File: src/rtl/latch_write_arbiter_if.sv
// Requester-side and latch-side signals of the shared latch write arbiter.
// The slave modport is the arbiter; the master modport is the requester/latch environment.
interface latch_write_arbiter_if #(
  parameter int unsigned N_REQ  = 4,
  parameter int unsigned DATA_W = 8
);
  localparam int unsigned IdW = (N_REQ > 1) ? $clog2(N_REQ) : 1;

  logic [N_REQ-1:0]        req;
  logic [N_REQ*DATA_W-1:0] wdata;
  logic [N_REQ-1:0]        ack;
  logic [DATA_W-1:0]       lat_d;
  logic                    lat_en;
  logic [IdW-1:0]          grant_id;
  logic                    busy;

  modport slave (
    input  req,
    input  wdata,
    output ack,
    output lat_d,
    output lat_en,
    output grant_id,
    output busy
  );

  modport master (
    output req,
    output wdata,
    input  ack,
    input  lat_d,
    input  lat_en,
    input  grant_id,
    input  busy
  );
endinterface

File: src/rtl/latch_write_arbiter.sv
// Round-robin arbiter sequencing writes into a shared D-latch word so lat_d is stable
// for a full cycle before, during and after the lat_en window.
module latch_write_arbiter #(
  parameter int unsigned N_REQ     = 4,
  parameter int unsigned DATA_W    = 8,
  parameter int unsigned EN_CYCLES = 2
) (
  input logic                  clk,
  input logic                  rst,
  latch_write_arbiter_if.slave bus
);
  localparam int unsigned IdW  = (N_REQ > 1) ? $clog2(N_REQ) : 1;
  localparam int unsigned CntW = (EN_CYCLES > 1) ? $clog2(EN_CYCLES) : 1;

  typedef enum logic [1:0] {StIdle, StSetup, StEnable, StHold} state_e;

  state_e            state_q;
  logic [IdW-1:0]    ptr_q;
  logic [IdW-1:0]    grant_q;
  logic [CntW-1:0]   cnt_q;
  logic [DATA_W-1:0] lat_d_q;
  logic              lat_en_q;
  logic [N_REQ-1:0]  ack_q;
  logic              busy_q;

  logic              win_valid;
  logic [IdW-1:0]    win_idx;
  logic [IdW-1:0]    ptr_d;
  int unsigned       j;

  // First requesting index at or after ptr_q, wrapping.
  always_comb begin
    win_valid = 1'b0;
    win_idx   = '0;
    j         = 0;
    for (int unsigned k = 0; k < N_REQ; k++) begin
      j = (32'(ptr_q) + k) % N_REQ;
      if (!win_valid && bus.req[j]) begin
        win_valid = 1'b1;
        win_idx   = IdW'(j);
      end
    end
    ptr_d = (win_idx == IdW'(N_REQ - 1)) ? '0 : win_idx + 1'b1;
  end

  always_ff @(posedge clk or posedge rst) begin
    if (rst) begin
      state_q  <= StIdle;
      ptr_q    <= '0;
      grant_q  <= '0;
      cnt_q    <= '0;
      lat_d_q  <= '0;
      lat_en_q <= 1'b0;
      ack_q    <= '0;
      busy_q   <= 1'b0;
    end else begin
      unique case (state_q)
        StIdle: begin
          if (win_valid) begin
            state_q <= StSetup;
            grant_q <= win_idx;
            lat_d_q <= bus.wdata[int'(win_idx) * int'(DATA_W) +: DATA_W];
            ptr_q   <= ptr_d;
            busy_q  <= 1'b1;
          end
        end
        StSetup: begin
          state_q  <= StEnable;
          lat_en_q <= 1'b1;
          cnt_q    <= CntW'(EN_CYCLES - 1);
        end
        StEnable: begin
          if (cnt_q == '0) begin
            state_q  <= StHold;
            lat_en_q <= 1'b0;
            ack_q    <= {{(N_REQ - 1){1'b0}}, 1'b1} << grant_q;
          end else begin
            cnt_q <= cnt_q - 1'b1;
          end
        end
        StHold: begin
          state_q <= StIdle;
          ack_q   <= '0;
          busy_q  <= 1'b0;
        end
        default: state_q <= StIdle;
      endcase
    end
  end

  assign bus.ack      = ack_q;
  assign bus.lat_d    = lat_d_q;
  assign bus.lat_en   = lat_en_q;
  assign bus.grant_id = grant_q;
  assign bus.busy     = busy_q;
endmodule

File: src/flat_wrapper.sv
// flat-port wrapper written by rule: the top's interface ports become plain ports
module latch_write_arbiter_flat 
#(
  parameter int unsigned N_REQ     = 4,
  parameter int unsigned DATA_W    = 8,
  parameter int unsigned EN_CYCLES = 2
)
  (clk, rst, bus_req, bus_wdata, bus_ack, bus_lat_d, bus_lat_en, bus_grant_id, bus_busy);
  latch_write_arbiter_if #(.N_REQ(N_REQ), .DATA_W(DATA_W)) bus_i ();
  input logic clk;
  input logic rst;
  input wire logic [$bits(bus_i.req)-1:0] bus_req;
  input wire logic [$bits(bus_i.wdata)-1:0] bus_wdata;
  output wire logic [$bits(bus_i.ack)-1:0] bus_ack;
  output wire logic [$bits(bus_i.lat_d)-1:0] bus_lat_d;
  output wire logic [$bits(bus_i.lat_en)-1:0] bus_lat_en;
  output wire logic [$bits(bus_i.grant_id)-1:0] bus_grant_id;
  output wire logic [$bits(bus_i.busy)-1:0] bus_busy;
  assign bus_i.req = bus_req;
  assign bus_i.wdata = bus_wdata;
  assign bus_ack = bus_i.ack;
  assign bus_lat_d = bus_i.lat_d;
  assign bus_lat_en = bus_i.lat_en;
  assign bus_grant_id = bus_i.grant_id;
  assign bus_busy = bus_i.busy;
  latch_write_arbiter #(.N_REQ(N_REQ), .DATA_W(DATA_W), .EN_CYCLES(EN_CYCLES)) u_core (.clk(clk), .rst(rst), .bus(bus_i));
endmodule
File: config.mk
export PLATFORM = sky130hd
export DESIGN_NAME = latch_write_arbiter_flat
export DESIGN_NICKNAME = d
export VERILOG_FILES = /design/src/rtl/latch_write_arbiter_if.sv /design/src/rtl/latch_write_arbiter.sv /design/src/flat_wrapper.sv
export SDC_FILE = /design/constraint.sdc
export NUM_CORES = 1
export LEC_CHECK = 0
export CAP_MARGIN = 20
export CORE_MARGIN = 2
export CORE_UTILIZATION = 35
export CTS_CLUSTER_SIZE = 12
export DETAILED_ROUTE_END_ITERATION = 10
export GPL_TIMING_DRIVEN = 0
export PLACE_DENSITY = 0.74
export REMOVE_ABC_BUFFERS = 1
export SKIP_LAST_GASP = 1
export SYNTH_ARGS = -nofsm -noshare
export SYNTH_HDL_FRONTEND = slang
export SYNTH_SLANG_ARGS = --single-unit
File: constraint.sdc
create_clock -name clk -period 1.6 [get_ports clk]
set_input_delay 0.32 -clock clk [delete_from_list [all_inputs] [get_ports clk]]
set_output_delay 0.32 -clock clk [all_outputs]
set_load 0.01 [all_outputs]
* Word level (Yosys, flattened, before mapping)
Index checks and enable logic that the tools add are counted.
Word-level totals: memory bits (writable) 0, latch bits 0, output and inout bits 16, input bits 38, register bits after elaboration 21, word-level logic and storage cells 68, ROM bits 0, memories 0
Operators by class: bitwise logic cells 0, $add $sub $neg 5, multipliers 0, div/mod/pow operators 0, mux-type cells 28, reduce and logical (&&, ||, !) cells 15, eq/ne operators 6, shift-type cells 2, magnitude comparators 4
Operators by type and width (count):
- $shiftx 32x6->8 | 1
- $mux 2 | 7
- $lt 2x3->1 const B | 4
- $mux 1 | 11
- $reduce_and 2->1 | 5
- $bmux 1 s2 | 4
- $pmux 2 s4 | 1
- $pmux 4 s2 | 1
- $eq 2x2->1 const B | 3
- $pmux 1 s2 | 3
- $reduce_bool 2->1 | 3
- $add 2x1->2 const B | 2
- $add 2x2->2 const B | 2
- $mux 4 | 1
- $shl 1x2->4 const A | 1
- $logic_and 1x1->1 | 3
- $logic_not 1->1 | 3
- $eq 2x1->1 const B | 1
- $logic_not 2->1 | 1
- $ne 2x1->1 const B | 1
- $ne 2x2->1 const B | 1
- $sub 1x1->1 const B | 1

* Longest topological paths before layout
Gate-level depths: netlist of the first run.
depth after elaboration 14, depth in mapped cells 6, gate-level depth less buffers 6

* Worst setup path before layout of the first run
No wires, ideal clock.
path type reg2reg, start point register u_core.ptr_q[0], end point register u_core.lat_d_q[0], in the netlist u_core.bus.lat_d[0], clock period less this slack 1.636 ns, library setup time 0.132 ns, slack -0.036 ns, cell stages (with the launch flop) 7, data required time 1.468 ns, data arrival time 1.504 ns, buffers on the path 1, cell sequence dfrtp_1 -> and2b_1 -> a21oi_4 -> o221ai_4 -> buf_6 -> mux2i_1 -> o221ai_2
On the way: cells in the longest elaborated chain, start to end 13, elaborated cells between the ends (all ways) 27, classes of those cells 3 x add/sub; 1 x shift; 16 x mux; 7 x reduce/logical
Ends and longest elaborated chain:
- from (decl) | line latch_write_arbiter.sv:18 | logic [IdW-1:0] ptr_q;
- from (signal assigned) | line latch_write_arbiter.sv:63 | ptr_q <= ptr_d;
- branches (longest 13 deep; another with $add 2x1->2)
- to (signal assigned) | line latch_write_arbiter.sv:62 | lat_d_q <= bus.wdata[int'(win_idx) * int'(DATA_W) +: DATA_W];
- to (decl) | line latch_write_arbiter.sv:21 | logic [DATA_W-1:0] lat_d_q;
Parallel ways; which one is timed is not known. The select of a mux whose other input is x is not followed. A chain may end at the register's enable or synchronous reset.

* Final worst setup path of the first run
start point register u_core.ptr_q[0], end point register u_core.lat_d_q[7], in the netlist u_core.bus.lat_d[7]
Same word-level chain as after synthesis.

==> run summary, run 1 <==
Status -> finished, violations left
Violated checks -> setup timing
Leakage Power -> 0.8721 nW
TritonCTS clock tree -> done
DP HPWL -> 2.439 mm
Setup WS post-layout -> -0.02875 ns
YS warnings -> 0
Post-synth EDFFs -> 0
Area growth, synth to finish -> 62.15%
Post-synth cell types -> 33
PortBufs -> 53
Share of flip-flops with an asynchronous set or reset -> 100.0%
Grt ovf -> 0
Critical-path top delay cell -> dfrtp_1
Most used flip-flop cell after synthesis -> dfrtp_1
Synth top area share -> 40.04%
Initial core utilization -> 36.12%
CP Launch Type -> flip-flop
Max-slew headroom -> 46.89%
Period utilization -> 101.8%
Clk root buf -> clkbuf_8
Synth top area cells -> dfrtp_1 40%, mux2i_1 12%, o221ai_2 9.2%
WS Path Type -> flip-flop to flip-flop
Post-route DRC -> 0
ANT cells -> 0
Fin crit period -> 1.629 ns
Final hold vios -> 0
Crit. End Element -> flip-flop
Post-layout util -> 58.57%
Routability cong. -> 0.7850
Highest Clock Rate -> 0.6140 GHz
DR iter-0 viols -> 26
Commonest cells post-synth -> 21 x dfrtp_1, 17 x nand2_1, 16 x mux2i_1
Num ports -> 54
Final setup viols -> 6
Yosys reg bits -> 21
Antenna-violating nets left -> 0
Count leader, synth -> dfrtp_1
Vias in the first global route -> 1,243
Clk sink count -> 21
Avg Inst Size Synth -> 10.85 um2
Clk_skew -> 0.001486 ns
Total number of vias -> 1,163
Worst Hold Class -> flip-flop to flip-flop
Cell Chain, Critical Path -> and2b_2 -> a21oi_4 -> o221ai_4 -> clkbuf_16 -> mux2i_1 -> o221ai_2
DIE AREA -> 4256 um2
Cells after Synth -> 121
Final nets -> 225
Total power per unit cell area -> 1656 nW/um2
Sequential share of the synthesized area -> 40.04%
Longest Clk Path Bufs -> 2
Layout cells sized above 1 -> 26.52%
Clock slew at reported path FFs -> 0.08 ns
CP peak stage delay -> 0.41 ns
Synthesized area -> 1313 um2
# rows -> 22
Clk_lat worst skew -> 0.26 ns
Die Span X -> 65.24 um
Slew Viols, Final -> 0
RSZ-0062 raised after global routing -> true
Largest net degree at the start of global routing -> 22
Peak supply drop -> 0.001105 V
Maxcap violations -> 0
Measured slew at the worst slew-check pin -> 0.7957 ns
First-pass GRT wire length -> 5.540 mm
GRT Util Overall -> 16.66%
Critical path fanouts, max -> 8
Max H-tree Level -> 1
CTS Buf Count -> 3
Die H -> 65.24 um
Routed length per instance -> 15.58 um
Initial antenna violation count -> 0
Worst EP arrival -> 1.77 ns
Vias/cell -> 5.079
Core Region -> 3633 um2
TritonRoute pass-1 iters -> 4
Tot Pwr -> 3.524 mW
Largest area contributor in the synthesized netlist -> dfrtp_1
WP data required -> 1.74 ns
Drt total wl -> 3.568 mm
## worst max-delay path: cells and delay by family, from the launching register on
family	cells	cell delay, ns
AO/OA/AOI/OAI	3	0.38
buffers and inverters	1	0.23
flip-flops	1	0.41
multiplexers	1	0.24
AND/OR/NAND/NOR	1	0.25
## cells by family (layout without fill, tap and decap cells)
group	Yosys count	in the layout	share of synthesized area (%)
simple gates	40	41	15.44
compound gates	29	29	22.88
flops	21	21	40.04
mux	16	16	12.20
buf+inv	10	69	4.671
fa+ha+maj	5	5	4.766
## layer usage
metal | GRT usage (%) | share of wire, %
met1 | 18.50 | 41
met2 | 31.63 | 51
met3 | 4.966 | 8.0
met4 | 2.604 | 0
met5 | 0 | 0
## where the power goes
group	total, mW	internal (mW)	switching (mW)	leakage (nW)
Sequential	1.00	0.786	0.218	0.256
Combinational	2.17	1.18	0.987	0.591
Clock	0.352	0.174	0.178	0.0255
## per-stage QoR
step / std cells / instance area, um2 / hold WS (ns) / TNS, ns / setup slack [ns]
after global placement: 217 / 1861 / 0.4684 / -9.611 / -0.8279
after CTS: 227 / 2058 / 0.4960 / -0.3227 / -0.05226
after detailed placement: 217 / 1861 / 0.4779 / -10.33 / -0.8745
final: 229 / 2128 / 0.4936 / -0.06606 / -0.02875
after floorplan: 116 / 1270 / 0.2965 / -0.7490 / -0.09363
after global routing: 229 / 2128 / 0.5247 / -0.6869 / -0.1002
## what timing repair did
action / 4_1_cts / 5_1_grt
gates cloned: 2 / 0
endpoints found under the setup margin: 15 / 15
gates resized for setup: 24 / 13
pin swaps: 3 / 1
hold buffers: 0 / 0
setup buffers: 4 / 2
## final cells by class
type | count | area [um2]
well taps | 48 | 60.06
fillers | 306 | 1505
clock buffers | 3 | 41.29
clock inverters | 1 | 5.005
flip-flops and latches | 21 | 526.8
repair buffers | 60 | 611.8
multi-input cells | 91 | 864.6
inverters | 5 | 18.77
## cells in the final DEF (no fill, tap or decap), drive strengths merged, types with 2 or more instances in the layout
cell and instances:
ha 5, o221ai 9, dlygate4sd2 3, nand2 19
or2 2, nor2 5, clkdlybuf4s50 48, inv 5
a21oi 5, dfrtp 21, o21ai 8, nand3 3
buf 6, nor2b 5, mux2i 16, a22o 2
clkbuf 4
## sequential cells by signal, summed over array words and instances (netlist names)
| name | cells |
|---|---|
| u_core.bus.busy | 1 |
| u_core.state_q | 2 |
| u_core.cnt_q | 1 |
| u_core.ptr_q | 2 |
| u_core.bus.ack | 4 |
| u_core.bus.lat_d | 8 |
| u_core.bus.lat_en | 1 |
| u_core.bus.grant_id | 2 |
## worst paths after layout
check / startpoint / end / slack [ns] / cells past startpoint
setup / recovery: u_core.ptr_q[0]$_DFFE_PP0P_ / u_core.bus.lat_d[7]$_DFFE_PP0P_ / -0.03 / 6
hold reg to reg: u_core.bus.lat_d[6]$_DFFE_PP0P_ / u_core.bus.lat_d[6]$_DFFE_PP0P_ / 0.49 / 2
max in group asynchronous: rst / u_core.ptr_q[1]$_DFFE_PP0P_ / 0.55 / 2
setup reg to reg: u_core.ptr_q[0]$_DFFE_PP0P_ / u_core.bus.lat_d[7]$_DFFE_PP0P_ / -0.03 / 6
min in group asynchronous: rst / u_core.bus.lat_d[1]$_DFFE_PP0P_ / 0.51 / 2
hold / removal: u_core.bus.lat_d[6]$_DFFE_PP0P_ / u_core.bus.lat_d[6]$_DFFE_PP0P_ / 0.49 / 2
No activity file was read; power rests on OpenSTA's default activity.
==> run 2, diff against run 1 <==
Settings changed: CORE_MARGIN 2 to not set.
==> run summary, run 2 (synthesized netlist as in run 1, its figures left out) <==
Fin crit period -> 1.652 ns
Setup TNS -> -0.3049 ns
Internal Power -> 2.145 mW
Final setup viols -> 7
WS Path Type -> flip-flop to flip-flop
Area growth, synth to finish -> 64.35%
CTS Hold Bufs -> 0
Setup WS post-layout -> -0.05241 ns
TritonRoute pass-1 iters -> 4
Clk_lat worst skew -> 0.26 ns
Total power per unit cell area -> 1650 nW/um2
CP Launch Type -> flip-flop
Post-route DRC -> 0
Critical path fanouts, max -> 7
P_sw -> 1.413 mW
Initial core utilization -> 37.84%
Largest net degree at the start of global routing -> 22
Combinational Power Share -> 61.7%
Routed length per instance -> 16.06 um
Grt ovf -> 0
Core Region -> 3468 um2
Measured slew at the worst slew-check pin -> 0.8001 ns
Worst Hold Class -> flip-flop to flip-flop
Period utilization -> 103.3%
Highest Clock Rate -> 0.6052 GHz
Placed Area -> 1858 um2
CTS Buf Count -> 3
Total number of vias -> 1,191
Clk sink count -> 21
Hold path depth -> 2
# rows -> 21
Final hold vios -> 0
DR iter-0 viols -> 35
Most frequent cells in the layout -> 47 x clkdlybuf4s50_1, 20 x dfrtp_1, 17 x nand2_1
Vias/cell -> 5.224
Longest Clk Path Bufs -> 2
Num ports -> 54
Slew Viols, Final -> 0
R2R setup slack -> -0.05 ns
Die H -> 63.24 um
Status -> finished, violations left
DIE AREA -> 3999 um2
Leakage Power -> 0.8879 nW
Reg-to-reg critical path endpoint -> u_core.bus.lat_d[1]$_DFFE_PP0P_
Switch share -> 39.72%
Commonest non-fill, non-tap cell in the layout -> clkdlybuf4s50_1
Crit. End Element -> flip-flop
Clk root buf -> clkbuf_8
Cell Chain, Critical Path -> and2b_2 -> a21oi_4 -> o221ai_4 -> buf_8 -> mux2i_4 -> o221ai_2
First-pass GRT wire length -> 5.727 mm
Multi-input logic area -> 905.9 um2
FF/Latch Area -> 526.8 um2
Layout cells sized above 1 -> 26.92%
Clock share of power -> 9.9%
Clk_skew -> 0.002073 ns
Max H-tree Level -> 1
Die Span X -> 63.24 um
Worst min-delay path endpoint -> u_core.bus.lat_d[4]$_DFFE_PP0P_
ANT cells -> 0
Drt total wl -> 3.661 mm
Final instance area -> 2157 um2
PortBufs -> 53
GRT Util Overall -> 18.80%
WP data required -> 1.74 ns
CP peak stage delay -> 0.42 ns
Max-slew headroom -> 46.60%
Worst r2r path cells -> 6
Peak supply drop -> 0.001170 V
RSZ-0062 raised after global routing -> true
Initial antenna violation count -> 0
Routability cong. -> 0.7708
Clock slew at reported path FFs -> 0.08 ns
Antenna-violating nets left -> 0
Final nets -> 226
Vias in the first global route -> 1,250
Worst EP arrival -> 1.80 ns
Crit Reg-Reg Startpoint -> u_core.ptr_q[0]$_DFFE_PP0P_
TritonCTS clock tree -> done
Hold Path Origin -> u_core.bus.lat_d[4]$_DFFE_PP0P_
Register share of total power -> 28.5%
Violated checks -> setup timing
Max reg flops -> 8
DP HPWL -> 2.471 mm
Critical-path top delay cell -> dfrtp_1
Maxcap violations -> 0
Fillers -> 296
## run 2: how the worst max path moves through the flow
stage          depth (start not counted)                         from                               to
2_1_floorplan                          5  u_core.ptr_q[0]$_DFFE_PP0P_  u_core.bus.lat_d[0]$_DFFE_PP0P_
3_3_place_gp                           5                   bus_req[1]  u_core.bus.lat_d[6]$_DFFE_PP0P_
3_5_place_dp                           5                   bus_req[1]  u_core.bus.lat_d[5]$_DFFE_PP0P_
4_1_cts                                7  u_core.ptr_q[0]$_DFFE_PP0P_  u_core.bus.lat_d[7]$_DFFE_PP0P_
5_1_grt                                6  u_core.ptr_q[0]$_DFFE_PP0P_  u_core.bus.lat_d[1]$_DFFE_PP0P_
6_report                               6  u_core.ptr_q[0]$_DFFE_PP0P_  u_core.bus.lat_d[1]$_DFFE_PP0P_
## run 2: cell type report
type,count,share of cell area [%]
clock buffer,3,1.914
clock inverter,1,0.2320
inverter,5,0.8701
multi-input combinational,91,42.00
sequential,21,24.42
tap,46,2.668
timing repair buffer,61,27.90
## run 2: metal layers
layer,share of wire [%],global-route usage (%),up-vias
met2,53,36.02,53
met1,38,19.07,571
met3,7.9,5.797,4
met5,0,0,-
met4,0.85,5.966,0
li1,-,-,563
## run 2: critical path, delay by kind of cell, from the launching register on
kind | cells | cell delay (ns)
DFF | 1 | 0.42
muxes | 1 | 0.25
AOI/OAI and AO/OA | 3 | 0.38
and+or+nand+nor | 1 | 0.27
buffers and inverters | 1 | 0.22
## run 2: per-stage QoR
stage | cells | setup WS (ns) | hold slack (ns) | utilization, % | total power, mW
3_5_place_dp | 215 | -0.9224 | 0.4759 | 53.57 | 2.784
2_1_floorplan | 116 | -0.09363 | 0.2965 | - | 2.067
6_report | 228 | -0.05241 | 0.4879 | 62.19 | 3.558
5_1_grt | 228 | -0.1233 | 0.5111 | 62.19 | 3.796
4_1_cts | 228 | -0.05863 | 0.4948 | 62.19 | 3.622
3_3_place_gp | 215 | -0.8383 | 0.4689 | 53.57 | 2.702
## run 2: what timing repair did
| action | in CTS | in global routing |
|---|---|---|
| resized for setup | 36 | 8 |
| setup endpoints to repair | 15 | 15 |
| gates cloned | 2 | 0 |
| hold endpoints to repair | 0 | 0 |
| pin swaps | 7 | 1 |
| buffers inserted | 7 | 2 |
## run 2: power by group through the flow
stage	sequential (mW)	clock, mW	combinational, mW
6_report	1.01	0.352	2.19
5_1_grt	1.05	0.390	2.36
4_1_cts	1.01	0.365	2.25
3_5_place_dp	1.00	0	1.78
3_3_place_gp	0.995	0	1.71
2_1_floorplan	1.05	0	1.02
==> run 3, diff against run 2 <==
Settings changed: ABC_CLOCK_PERIOD_IN_PS set to 1600.
==> results of run 3 <==
The final DEF is identical to that of run 2; final timing and power are the same.
==> edit (config.mk and constraints of run 1) <==
Encoding of `state_e`: now one-hot (4 bits for 4 states).
--- a/src/rtl/latch_write_arbiter.sv
+++ b/src/rtl/latch_write_arbiter.sv
@@ -14,3 +14,3 @@
 
-  typedef enum logic [1:0] {StIdle, StSetup, StEnable, StHold} state_e;
+  typedef enum logic [3:0] {StIdle = 4'b0001, StSetup = 4'b0010, StEnable = 4'b0100, StHold = 4'b1000} state_e;
 
Behaviour: no difference found for any inputs over 10 cycles, from zero or initial values and one cycle with rst high; not proved beyond that.
==> edit against run 1 <==
The flow still finishes with violations (setup timing). Wire length is 7.9% lower. Worst setup slack gained 15 ps. Non-clock buffer count fell by 1. Sequential cell count rose by 2. Combinational power down 10%. Synthesized area is 1.1% lower. Critical path depth unchanged. Total power shrank 2.9%. Design area down 4.1%. Hold slack gained 4.2 ps. Largest cell class unchanged. Largest power group unchanged.
==> edit: results (changes against run 1) <==
cell total after placement - 220 (was 217)
fraction of layout cells with a size suffix above 1 - 0.207 (was 0.265)
unique cell type count in the Yosys netlist - 33 (unchanged)
final RePlAce weighted congestion - 0.739 (was 0.785)
final net count - 223 (was 225)
Via density - 4.99 (was 5.08)
Global Route Usage Sum - 0.169 (was 0.167)
Clock Skew - 7.26 ps (was 1.49 ps)
fin cells - 232 (was 229)
reg2reg setup slack - -10 ps (was -30 ps)
met3 Usage GRT - 0.0382 (was 0.0497)
Post-synth top cells - 22 x dfrtp_1, 17 x nand2_1, 16 x mux2i_1 (was 21 x dfrtp_1, 17 x nand2_1, 16 x mux2i_1)
Placed Area - 1830 sq um (was 1860 sq um)
fillers - 323 (was 306)
Arr. time, crit path - 1800 ps (was 1770 ps)
Worst slew margin - 0.424 (was 0.469)
drt wl/cell - 14.2 um (was 15.6 um)
largest net degree at the start of global routing - 24 (was 22)
global-route wire length before repair - 5.44 mm (was 5.54 mm)
Detailed Place HPWL - 2.25 mm (was 2.44 mm)
worst-path maximum fanout - 7 (was 8)
Place WS - -897 ps (was -874 ps)
final setup vio count - 1 (was 6)
1st-iter DRT viols - 37 (was 26)
GR Util met1 - 0.177 (was 0.185)
Worst Setup Slack, final - -13.4 ps (was -28.8 ps)
Synth Instances - 125 (was 121)
status - finished with violations (unchanged)
Seq/Total Area, Yosys - 0.445 (was 0.400)
top cells by area, synth - dfrtp_1 42%, mux2i_1 12%, o221ai_2 9.3% (was dfrtp_1 40%, mux2i_1 12%, o221ai_2 9.2%)
antenna cells - 0 (unchanged)
failing checks - setup timing (unchanged)
## edit: cell types whose count changed in the layout (fill, tap and decap cells not counted), sizes merged, moves of 3 or more
cell,delta
o21ai,-5
a211o,+3
a21oi,+3
nor2b,-5
nand2b,+3
nor2,+6
ha,-5
## edit: kinds of logic after synthesis
family | count (synthesis) | synth area share
flip-flops | 23 | 0.445
XOR/XNOR | 1 | 0.00675
AND/OR/NAND/NOR | 47 | 0.186
AO/OA/AOI/OAI | 25 | 0.171
buffers and inverters | 13 | 0.0685
multiplexers | 16 | 0.123
## edit: layout make-up
type	count	area (sq um)	area share
multi-input combinational	91	743	0.364
timing repair buffer	59	581	0.284
sequential	23	579	0.284
tap	48	60.1	0.0294
clock buffer	3	41.3	0.0202
inverter	7	28.8	0.0141
clock inverter	1	7.51	0.00368
## edit: per-stage QoR
step / utilization / hold WS (ps) / total power (W)
after global placement: 0.507 / 476 / 0.00268
after detailed placement: 0.507 / 475 / 0.00275
final: 0.566 / 498 / 0.00342
after global routing: 0.566 / 524 / 0.00366
after floorplan: - / 321 / 0.00208
after CTS: 0.548 / 501 / 0.00333
## edit: critical path, cell delays in order (launching register included)
cell and delay (ps):
dfrtp_2 490, a21oi_1 120, nor3b_1 330, nor3_2 110, buf_4 150, xor2_1 150
o21ai_0 180
## edit: power breakdown
group	switching [W]	total (W)	internal, W
Sequential	0.000236	0.00109	0.000856
Combinational	0.000901	0.00195	0.00105
Clock	0.000205	0.000382	0.000177
Total	0.00134	0.00342	0.00208
## edit: final timing paths
path,startpoint,to,cells past startpoint
min in group asynchronous,rst,u_core.bus.lat_d[5],2
setup / recovery,u_core.ptr_q[1],u_core.ptr_q[1],6
max in group asynchronous,rst,u_core.state_q[2],2
setup reg to reg,u_core.ptr_q[1],u_core.ptr_q[1],6
hold reg to reg,u_core.bus.lat_d[7],u_core.bus.lat_d[7],2
hold / removal,u_core.bus.lat_d[7],u_core.bus.lat_d[7],2
## edit: repair_timing
| item | CTS | global route |
|---|---|---|
| buffers inserted | 4 | 2 |
| pin swaps | 3 | 1 |
| resized for setup | 15 | 13 |
| cloned | 2 | 0 |
| setup endpoints to repair | 16 | 19 |
## edit: routing by layer
metal	part of all wire	vias to the layer above
met5	0	-
met1	0.38	543
met4	0.018	0
met2	0.55	32
li1	-	575
met3	0.043	7
